$ cat src/rtl/arb_mux_pkg.sv
// Shared definitions for the arbitrated multiplexer: policy codes and the
// channel-index width helper.
package arb_mux_pkg;

    localparam int unsigned ARB_FIXED = 0;
    localparam int unsigned ARB_RR    = 1;

    // Width of a channel index; at least one bit even for tiny channel counts.
    function automatic int unsigned ch_w(input int unsigned n);
        return (n < 2) ? 1 : $clog2(n);
    endfunction

endpackage

$ cat src/rtl/arb_mux_rr_arbiter.sv
// Combinational grant selection: fixed priority or round-robin from ptr.
module rr_arbiter
    import arb_mux_pkg::*;
#(
    parameter int unsigned NUM_CH = 4,
    parameter int unsigned CH_W   = ch_w(NUM_CH)
) (
    input  logic [NUM_CH-1:0] req,
    input  logic [CH_W-1:0]   ptr,
    input  logic              mode,
    output logic [NUM_CH-1:0] grant,
    output logic [CH_W-1:0]   idx
);

    // Scan channels starting at ptr (round-robin) or 0 (fixed); first requester wins.
    always_comb begin
        int unsigned start;
        logic [CH_W-1:0] c;
        logic found;
        grant = '0;
        idx   = '0;
        found = 1'b0;
        c     = '0;
        start = mode ? 32'(ptr) : 0;
        for (int unsigned i = 0; i < NUM_CH; i++) begin
            c = CH_W'((start + i) % NUM_CH);
            if (!found && req[c]) begin
                grant[c] = 1'b1;
                idx      = c;
                found    = 1'b1;
            end
        end
    end

endmodule

$ cat src/rtl/arb_mux.sv
// N-to-1 arbitrated multiplexer with a single registered output slot.
module arb_mux
    import arb_mux_pkg::*;
#(
    parameter int unsigned WIDTH  = 32,
    parameter int unsigned NUM_CH = 4,
    parameter int unsigned MODE   = ARB_RR,
    localparam int unsigned CH_W  = ch_w(NUM_CH)
) (
    input  logic                    clk,
    input  logic                    resetn,
    input  logic [NUM_CH-1:0]       in_valid,
    input  logic [NUM_CH*WIDTH-1:0] in_data,
    output logic [NUM_CH-1:0]       in_ready,
    output logic                    out_valid,
    output logic [WIDTH-1:0]        out_data,
    output logic [CH_W-1:0]         out_ch,
    input  logic                    out_ready
);

    logic [CH_W-1:0]   ptr;
    logic [NUM_CH-1:0] grant;
    logic [CH_W-1:0]   gidx;
    logic [WIDTH-1:0]  sel_data;
    logic              slot_free;
    logic              take;

    rr_arbiter #(
        .NUM_CH (NUM_CH),
        .CH_W   (CH_W)
    ) u_arb (
        .req   (in_valid),
        .ptr   (ptr),
        .mode  (MODE == ARB_RR),
        .grant (grant),
        .idx   (gidx)
    );

    // Offer the grant only while the output slot can take a word and reset is released.
    always_comb begin
        slot_free = !out_valid || out_ready;
        in_ready  = (slot_free && resetn) ? grant : '0;
        take      = |in_ready;
    end

    // One-hot AND-OR select of the granted channel's data.
    always_comb begin
        sel_data = '0;
        for (int unsigned i = 0; i < NUM_CH; i++) begin
            if (grant[i]) sel_data = in_data[i*WIDTH +: WIDTH];
        end
    end

    // Output slot and round-robin pointer.
    always_ff @(posedge clk or negedge resetn) begin
        if (!resetn) begin
            out_valid <= 1'b0;
            out_data  <= '0;
            out_ch    <= '0;
            ptr       <= '0;
        end else if (take) begin
            out_valid <= 1'b1;
            out_data  <= sel_data;
            out_ch    <= gidx;
            ptr       <= (gidx == CH_W'(NUM_CH - 1)) ? '0 : gidx + 1'b1;
        end else if (slot_free) begin
            out_valid <= 1'b0;
        end
    end

endmodule

$ cat config.mk
export PLATFORM = sky130hd
export DESIGN_NAME = arb_mux
export DESIGN_NICKNAME = d
export VERILOG_FILES = /design/src/rtl/arb_mux_pkg.sv /design/src/rtl/arb_mux_rr_arbiter.sv /design/src/rtl/arb_mux.sv
export SDC_FILE = /design/constraint.sdc
export NUM_CORES = 1
export LEC_CHECK = 0
export CAP_MARGIN = 20
export CORE_ASPECT_RATIO = 0.7
export CORE_MARGIN = 2
export CORE_UTILIZATION = 43
export DETAILED_ROUTE_END_ITERATION = 10
export PLACE_DENSITY_LB_ADDON = 0.1
export SLEW_MARGIN = 20
export SYNTH_ARGS = -nofsm -noshare
export SYNTH_HDL_FRONTEND = slang
export SYNTH_HIERARCHICAL = 1
export SYNTH_SLANG_ARGS = --single-unit
$ cat constraint.sdc
create_clock -name clk -period 10.5 [get_ports clk]
set_input_delay 3.15 -clock clk [delete_from_list [all_inputs] [get_ports clk]]
set_output_delay 3.15 -clock clk [all_outputs]
set_load 0.01 [all_outputs]
==> Yosys cells after proc, flatten, opt, wreduce, memory -nomap -nowiden <==
Cells that the tools add are included.
{ "word_totals": {"input_bits": 135, "out_inout_bits": 39, "regBits": 37, "elab_cells": 70} }
{ "op_classes": {"eq_ne": 1, "muxes": 35, "bitwise_logic": 3, "n_lt_le_gt_ge": 8, "n_reduce_logical": 15, "n_addsub": 4} }
{ "op_table": {"columns": ["op", "count"], "rows": [
  ["two-way mux 32 bit", 4],
  ["two-way mux 4 bit", 5],
  ["two-way mux 1 bit", 13],
  ["less-than comparator 2 x 3 -> 1 bit (second input constant)", 4],
  ["OR 4 bit", 3],
  ["two-way mux 2 bit", 5],
  ["binary-select mux 1 bit (select 2 bit)", 4],
  ["demux 1 bit (select 2 bit)", 4],
  [">= comparator 2 x 1 -> 1 bit (second input constant)", 4],
  ["logical AND 1 bit", 8],
  ["adder 2 x 1 -> 2 bit (second input constant)", 2],
  ["adder 2 bit (second input constant)", 2],
  ["zero test 1 bit", 4],
  ["OR reduction 4 bit", 1],
  ["== test 2 bit (second input constant)", 1],
  ["nonzero test 2 bit", 1],
  ["logical OR 1 bit", 1]
]} }

==> Logic depth before layout (Yosys ltp) <==
Gate-level depths: netlist of the first run.
{ "logic_depth": {"word_depth": 16, "mapped_depth": 15, "ltp_nobuf": 9} }

==> Hierarchy <==
The synthesis of the first run kept the hierarchy.
{ "modules_own_cells": {"columns": ["mod", "area_each_um2", "instances", "cells_per_inst", "seq_area_each_um2"], "rows": [
  ["arb_mux", 2625.0, 1, 318, 925.9],
  ["rr_arbiter", 494.2, 1, 64, 0.0]
]} }

==> Least setup slack after synthesis of the first run <==
OpenSTA, ideal clock, no wires.
{ "synth_timing": {"kind": "in2out", "startpoint": "in in_valid[3]", "endpoint": "out in_ready[2]", "setup_slack_ps": 2014, "n_path_buf": 3, "required_time_ps": 7350, "cell_stages": 9, "arrival_time_ps": 5336, "path_cell_list": "clkbuf_2 -> mux2_4 -> a222oi_1 -> nand2_2 -> nor2_2 -> o2bb2ai_1 -> clkbuf_1 -> buf_1 -> and3_1"} }
{ "synth_between": {"elab_chain_cells": 13, "word_cells_on_any_way": 25, "cone_classes": "16 x mux; 3 x bitwise; 6 x reduce/logical"} }
{ "synth_rtl": {"columns": ["item", "line", "text"], "rows": [
  ["start: declaration", "arb_mux.sv:12", "input logic [NUM_CH-1:0] in_valid,"],
  ["binary-select mux 1 bit (select 2 bit)", "arb_mux_rr_arbiter.sv:27", "if (!found && req[c]) begin"],
  ["two-way mux 1 bit (not written as such)", "arb_mux_rr_arbiter.sv:27", null],
  ["two-way mux 1 bit", "arb_mux_rr_arbiter.sv:27", null],
  ["zero test 1 bit", "arb_mux_rr_arbiter.sv:27", null],
  ["logical AND 1 bit", "arb_mux_rr_arbiter.sv:27", null],
  ["two-way mux 1 bit", "arb_mux_rr_arbiter.sv:27", null],
  ["zero test 1 bit", "arb_mux_rr_arbiter.sv:27", null],
  ["logical AND 1 bit", "arb_mux_rr_arbiter.sv:27", null],
  ["two-way mux 1 bit", "arb_mux_rr_arbiter.sv:27", null],
  ["zero test 1 bit", "arb_mux_rr_arbiter.sv:27", null],
  ["logical AND 1 bit", "arb_mux_rr_arbiter.sv:27", null],
  ["two-way mux 4 bit *", "arb_mux_rr_arbiter.sv:27", null],
  ["named net grant[2]", "arb_mux.sv:22", "logic [NUM_CH-1:0] grant;"],
  ["two-way mux 4 bit *", "arb_mux.sv:42", "in_ready = (slot_free && resetn) ? grant : '0;"],
  ["end: declaration", "arb_mux.sv:14", "output logic [NUM_CH-1:0] in_ready,"]
]} }
Mark *: on every way through the listed nets, which the timed path passes. The rest lies on a longest branch. The select of a mux whose other input is x is not followed.

==> Final worst setup path of the first run <==
{ "layout_timing": {"startpoint": "in in_valid[3]", "endpoint": "out in_ready[3]"} }
The elaborated chain is that of the path after synthesis.

==> results.json, run 1 <==
{
  "wl_microns": 10900,
  "worstPathCellList": "clkdlybuf4s50_1, mux2_4, a222oi_1, nand2_2, nor2_2, o2bb2ai_4, and3_1, clkdlybuf4s50_1",
  "start_util": 0.453,
  "rows": 25,
  "synth_edf_count": 0,
  "drive_above_1_share": 0.0697,
  "grt_pass1_vias": 3282,
  "clock_skew_ns": 0.00545,
  "ant_nets": 0,
  "clk_latency_ns": 0.29,
  "fmax_mhz": 107,
  "postCtsHoldBufs": 0,
  "r2r_end": "ptr[0]",
  "via_count": 3651,
  "die_y_microns": 75.3,
  "numCtsBuffers": 5,
  "netlist-cell-type-count": 43,
  "first_iter_violations": 226,
  "clk_pin_slew_ns": 0.07,
  "cts-root-to-sink-buffers": 2,
  "dieWidth_microns": 106,
  "fp.dieArea_sq_um": 7960,
  "dp_cells": 617,
  "grt_max_degree": 76,
  "cts_root_buf": "clkbuf_8",
  "status": "finished, final reports clean",
  "cts_max_level": 2,
  "dp.final_hpwl_microns": 7770,
  "critical-path-slowest-cell": "a222oi_1",
  "critPathLaunchType": "input port",
  "drv_slew": 0,
  "rr_startpoint": "ptr[0]",
  "core_sq_um": 6880,
  "critical-path-max-stage-delay_ns": 0.65,
  "finalInstanceArea_sq_um": 4970,
  "stdcell_count": 625,
  "fin_nets": 671,
  "reg2reg_slack_ns": 5.94,
  "crit_fanout": 10,
  "diodes": 0,
  "async_flop_share": 1.00,
  "synth_top_area_frac": 0.297,
  "ys.flop_type": "dfrtp_1",
  "relSlewSlack": 0.444,
  "setup_viol": 0,
  "yosys-top-cells-count": "a31oi_1, dfrtp_1, nand2_1",
  "drt_pre_antenna_iters": 5,
  "via_per_inst": 5.84,
  "fin_crit_sh": 0.887,
  "post-route-drc-count": 0,
  "whs_path_depth": 1,
  "yosysSeqAreaShare": 0.297,
  "finalHoldViolCount": 0,
  "post-cts-setup-buffer-count": 0,
  "synth.most_common_cell": "a31oi_1",
  "worst_ep_required_time_ns": 7.35,
  "cts_tree": "built",
  "worstSetupPathType": "in2out",
  "fillers": 531,
  "reg2reg_depth": 10,
  "wl_per_cell_microns": 17.4,
  "yosys.area.top_type": "dfrtp_1",
  "post_cts_resized": 0,
  "avgSynthCellArea_sq_um": 8.17,
  "io_buffer_count": 173,
  "cap_viol_max_count": 0,
  "syn_area_sq_um": 3120,
  "synth_area_leaders": "dfrtp_1, a31oi_1, a221o_1",
  "cp-end-kind": "primary output",
  "ioPinCount": 174,
  "tns_ns": 0,
  "ys_ff_latch": 37,
  "gp_congestion": 0.867,
  "vdd_ir_drop_max_v": 0.000155,
  "cts_sinks": 37,
  "worst_slew_pin_slew_ns": 0.833,
  "min_from": "out_ch[0]",
  "placedInstanceArea_sq_um": 4870,
  "whs_endpoint": "out_ch[0]",
  "hp-class": "reg2reg",
  "grt_use_total": 0.258,
  "post-route-min-period_ns": 9.31,
  "ys_warn_count": 6,
  "hold-worst-slack_ns": 0.522,
  "power_mw": 1.33,
  "crit_top_cell": "clkdlybuf4s50_1",
  "critPathArrivalTime_ns": 6.16,
  "syn2layout_area_growth_pct": 59.3,
  "antenna_found_initial": 0,
  "power.leakage_nw": 1.97,
  "powerDensity_nw_per_um2": 267,
  "syn_inst": 382,
  "grt_pass1_wl_microns": 16400,
  "grt_overflow": 0,
  "grt_setup_unrepaired": "false"
}
-- report_power, final --
part / switching, mW / internal [mW] / total, mW
clock network: 0.0489 / 0.0593 / 0.108
logic: 0.503 / 0.449 / 0.952
registers: 0.0481 / 0.217 / 0.265
total: 0.600 / 0.726 / 1.33
-- through the flow --
step            util  setup slack [ns]
5_1_grt        0.722              1.07
3_3_place_gp   0.707              1.35
4_1_cts        0.722              1.24
6_report       0.722              1.19
2_1_floorplan      -              2.01
3_5_place_dp   0.707              1.24
-- kinds of logic (layout without fill, tap and decap cells) --
family,after synthesis,in the layout,share of synthesized area
AOI/OAI and AO/OA,158,158,0.361
and+or+nand+nor,92,92,0.166
buffers and inverters,81,223,0.117
DFF,37,37,0.297
muxes,7,7,0.0337
adders and majority gates,6,6,0.0241
other,1,8,0.00120
-- routing by layer --
metal	GRT usage	routed length (microns)	up-vias
met3	0.0563	1030	14
li1	-	-	1741
met2	0.458	5240	194
met4	0.0512	112	0
met1	0.333	4480	1702
met5	0	0	-
-- cell type report --
cell class,count,area [sq um],share of cell area
inverter,36,135,0.0272
tap,94,118,0.0237
sequential,37,926,0.186
multi-input combinational,271,1920,0.386
clock inverter,1,5.00,0.00101
clock buffer,7,96.3,0.0194
timing repair buffer,179,1770,0.357
-- flip-flops by register name, indices dropped and copies added (netlist names) --
name       flops
out_valid      1
out_data      32
ptr            2
out_ch         2
-- layout by cell type, fill, tap and decap left out, types with 2 or more instances in the layout --
cell,n
mux2_2,2
o2bb2ai_4,3
mux2_4,4
conb_1,8
clkdlybuf4s50_1,172
a221o_1,32
inv_1,35
a222oi_1,2
o21ai_1,2
nand3_1,3
nand3b_1,32
and3_1,4
nand2_1,37
a31oi_1,64
clkbuf_8,7
a21oi_1,35
ha_1,6
a221oi_1,4
nor2_1,8
buf_4,6
a22oi_1,3
o221ai_1,2
dfrtp_1,37
o21ai_0,2
-- worst max-delay path: cells and delay by family --
family	cells	cell delay (ns)
and+or+nand+nor	3	0.72
muxes	1	0.35
AOI/OAI and AO/OA	2	0.80
buffers and inverters	2	1.13
-- worst max-delay path by stage --
stage,start,end,slack [ns],cells past startpoint
2_1_floorplan,in_valid[3],in_ready[2],2.01,9
3_3_place_gp,in_valid[3],in_ready[3],1.35,8
3_5_place_dp,in_valid[3],in_ready[3],1.24,8
4_1_cts,in_valid[3],in_ready[3],1.24,8
5_1_grt,in_valid[3],in_ready[3],1.07,8
6_report,in_valid[3],in_ready[3],1.19,8
Power figures use the tool's default switching activity.
==> run 2, diff against run 1 <==
CORE_UTILIZATION = 42   (was 43)
SYNTH_HIERARCHICAL = unset   (was 1)
==> run 2 against run 1 <==
Register-to-register slack worse by 0.17 ns; synthesized area fell by 3.4%; setup slack gained 0.38 ns; power increased by 21%; global-route usage rose by 0.96 points; core utilization down 1.0 points; highest routed layer unchanged; maximum frequency up 4.3%.
==> results.json, run 2 <==
{
  "cts-root-to-sink-buffers": 2,
  "worst_ep_required_time_ns": 7.35,
  "final_cell_mix": "clkdlybuf4s50_1, nand2_1, nor2_1, dfrtp_1",
  "post-route-drc-count": 0,
  "switching_power_uw": 803,
  "synth_compound_area_frac": 0.292,
  "synth.most_common_cell": "nand2_1",
  "worstSetupPathType": "in2out",
  "grt_overflow": 0,
  "cts_tree": "built",
  "fillers": 546,
  "seq_area_sq_um": 926,
  "hp-class": "reg2reg",
  "yosys.area.top_type": "dfrtp_1",
  "synth_mux_area_frac": 0.0511,
  "finalHoldViolCount": 0,
  "cp-end-kind": "primary output",
  "power_mw": 1.61,
  "worstPathCellList": "clkdlybuf4s50_1, mux4_2, or2_1, nor2_4, a22oi_2, nor2_1, clkdlybuf4s50_1",
  "post-route-min-period_ns": 8.93,
  "post_cts_resized": 0,
  "crit_top_cell": "clkdlybuf4s50_1",
  "grt_pass1_vias": 3405,
  "syn_area_sq_um": 3010,
  "gp_congestion": 0.861,
  "first_iter_violations": 179,
  "postCtsHoldBufs": 0,
  "io_buffer_count": 173,
  "whs_endpoint": "out_valid",
  "largest_reg_flops": 32,
  "critPathArrivalTime_ns": 5.78,
  "p_seq_frac": 0.175,
  "fp.dieArea_sq_um": 7880,
  "pwr-share-comb": 0.745,
  "syn_inst": 380,
  "tns_ns": 0,
  "syn2layout_area_growth_pct": 61.8,
  "critPathLaunchType": "input port",
  "min_from": "out_valid",
  "dieWidth_microns": 105,
  "vdd_ir_drop_max_v": 0.000210,
  "wl_microns": 10700,
  "powerDensity_nw_per_um2": 329,
  "synth_area_leaders": "dfrtp_1, o221ai_1, nor3b_1",
  "clock_skew_ns": 0.00888,
  "fin_crit_sh": 0.851,
  "critical-path-max-stage-delay_ns": 0.68,
  "cts_sinks": 37,
  "grt_max_degree": 66,
  "syn_nets": 521,
  "via_count": 3494,
  "ant_nets": 0,
  "cp.buffers_inverters": 2,
  "wl_per_cell_microns": 17.1,
  "reg2reg_slack_ns": 5.77,
  "crit_fanout": 11,
  "clk_latency_ns": 0.29,
  "post-cts-setup-buffer-count": 0,
  "numCtsBuffers": 5,
  "power.share.switching": 0.500,
  "grt_setup_unrepaired": "false",
  "synthAdderAreaFrac": 0.0249,
  "drv_slew": 0,
  "critical-path-slowest-cell": "mux4_2",
  "yosysSeqAreaShare": 0.307,
  "multiInputGateArea_sq_um": 1800,
  "fin_nets": 672,
  "synth_top_family_by_area": "compound AO/OA/AOI/OAI gates",
  "avgSynthCellArea_sq_um": 7.93,
  "rows": 25,
  "r2r_end": "out_data[19]",
  "worst_slew_pin_slew_ns": 0.838,
  "die_y_microns": 74.9,
  "reg2reg_depth": 11,
  "antenna_found_initial": 0,
  "final_util": 0.712,
  "diodes": 0,
  "status": "finished, final reports clean",
  "final_common_cell": "clkdlybuf4s50_1",
  "clk_pin_slew_ns": 0.08,
  "whs_path_depth": 2,
  "dp.final_hpwl_microns": 7650,
  "synth_edf_count": 0,
  "cts_max_level": 2,
  "cts_root_buf": "clkbuf_8",
  "ys.flop_type": "dfrtp_1",
  "synth_top_area_frac": 0.307,
  "yosys-top-cells-count": "nand2_1, nor2_1, dfrtp_1",
  "async_flop_share": 1.00,
  "grt_pass1_wl_microns": 16500,
  "reg_top3": "out_data (32), out_ch (2)",
  "ioPinCount": 174,
  "path_depth": 7,
  "intPower_uw": 802,
  "via_per_inst": 5.58,
  "ys_warn_count": 0,
  "largest_register": "out_data",
  "start_util": 0.440,
  "ys_ff_latch": 37,
  "cp_top_family": "buffers and inverters",
  "pwr-share-clk": 0.080,
  "fmax_mhz": 112,
  "core_sq_um": 6850,
  "setup_viol": 0,
  "netlist-cell-type-count": 41,
  "synthSimpleGateAreaFrac": 0.222,
  "cap_viol_max_count": 0,
  "drive_above_1_share": 0.0602,
  "synth_xor_xnor_area_share": 0.00581,
  "relSlewSlack": 0.442,
  "power.leakage_nw": 1.91,
  "drt_pre_antenna_iters": 4,
  "grt_use_total": 0.268
}
[run 2: kinds of logic after synthesis]
group | count (synthesis)
mux | 10
flops | 37
fa+ha+maj | 6
simple gates | 133
buf+inv | 71
xor+xnor | 2
compound gates | 121
[run 2: worst max-delay path by stage]
stage | start | endpoint | slack [ns]
6_report | in_valid[3] | in_ready[2] | 1.57
3_3_place_gp | in_valid[3] | in_ready[2] | 1.70
2_1_floorplan | in_valid[2] | in_ready[2] | 2.41
4_1_cts | in_valid[3] | in_ready[2] | 1.61
5_1_grt | in_valid[2] | in_ready[2] | 1.51
3_5_place_dp | in_valid[3] | in_ready[2] | 1.60
[run 2: tightest hold or removal path, stage by stage, from the launching register on]
cell      delay [ns]
dfrtp_1         0.35
nand2b_1        0.07
nand2_1         0.06
[run 2: metrics by stage]
step | cell area, sq um | setup WS [ns] | hold WS (ns) | cells
2_1_floorplan | 3010 | 2.41 | 0.533 | 380
3_3_place_gp | 4760 | 1.70 | 0.496 | 618
3_5_place_dp | 4760 | 1.60 | 0.495 | 618
4_1_cts | 4880 | 1.61 | 0.516 | 626
5_1_grt | 4880 | 1.51 | 0.544 | 626
6_report | 4880 | 1.57 | 0.515 | 626
[run 2: area by class of cell]
cell class | count | area share
multi-input cells | 272 | 0.370
repair buffers | 180 | 0.365
flip-flops and latches | 37 | 0.190
inverters | 35 | 0.0269
well taps | 94 | 0.0241
clock buffers | 6 | 0.0169
clock inverters | 2 | 0.00770
[run 2: metal layers]
metal / routed length (microns) / part of all wire / vias to the layer above / track usage
li1: - / - / 1668 / -
met2: 5240 / 0.49 / 159 / 0.480
met4: 204 / 0.019 / 0 / 0.0874
met5: 0 / 0 / - / 0
met3: 1030 / 0.097 / 23 / 0.0736
met1: 4210 / 0.39 / 1644 / 0.319
[run 2: power groups by stage]
stage	logic [mW]	clock network, mW	registers, mW
after floorplan	0.772	0	0.295
after global placement	1.16	0	0.280
after detailed placement	1.19	0	0.282
after CTS	1.20	0.130	0.280
after global routing	1.31	0.141	0.293
final	1.20	0.129	0.281
==> run 3, diff against run 2 <==
SETUP_SLACK_MARGIN = 0.05   (was unset)
==> results of run 3 <==
Same layout as run 2: the final DEF is identical, and so are final timing and power.
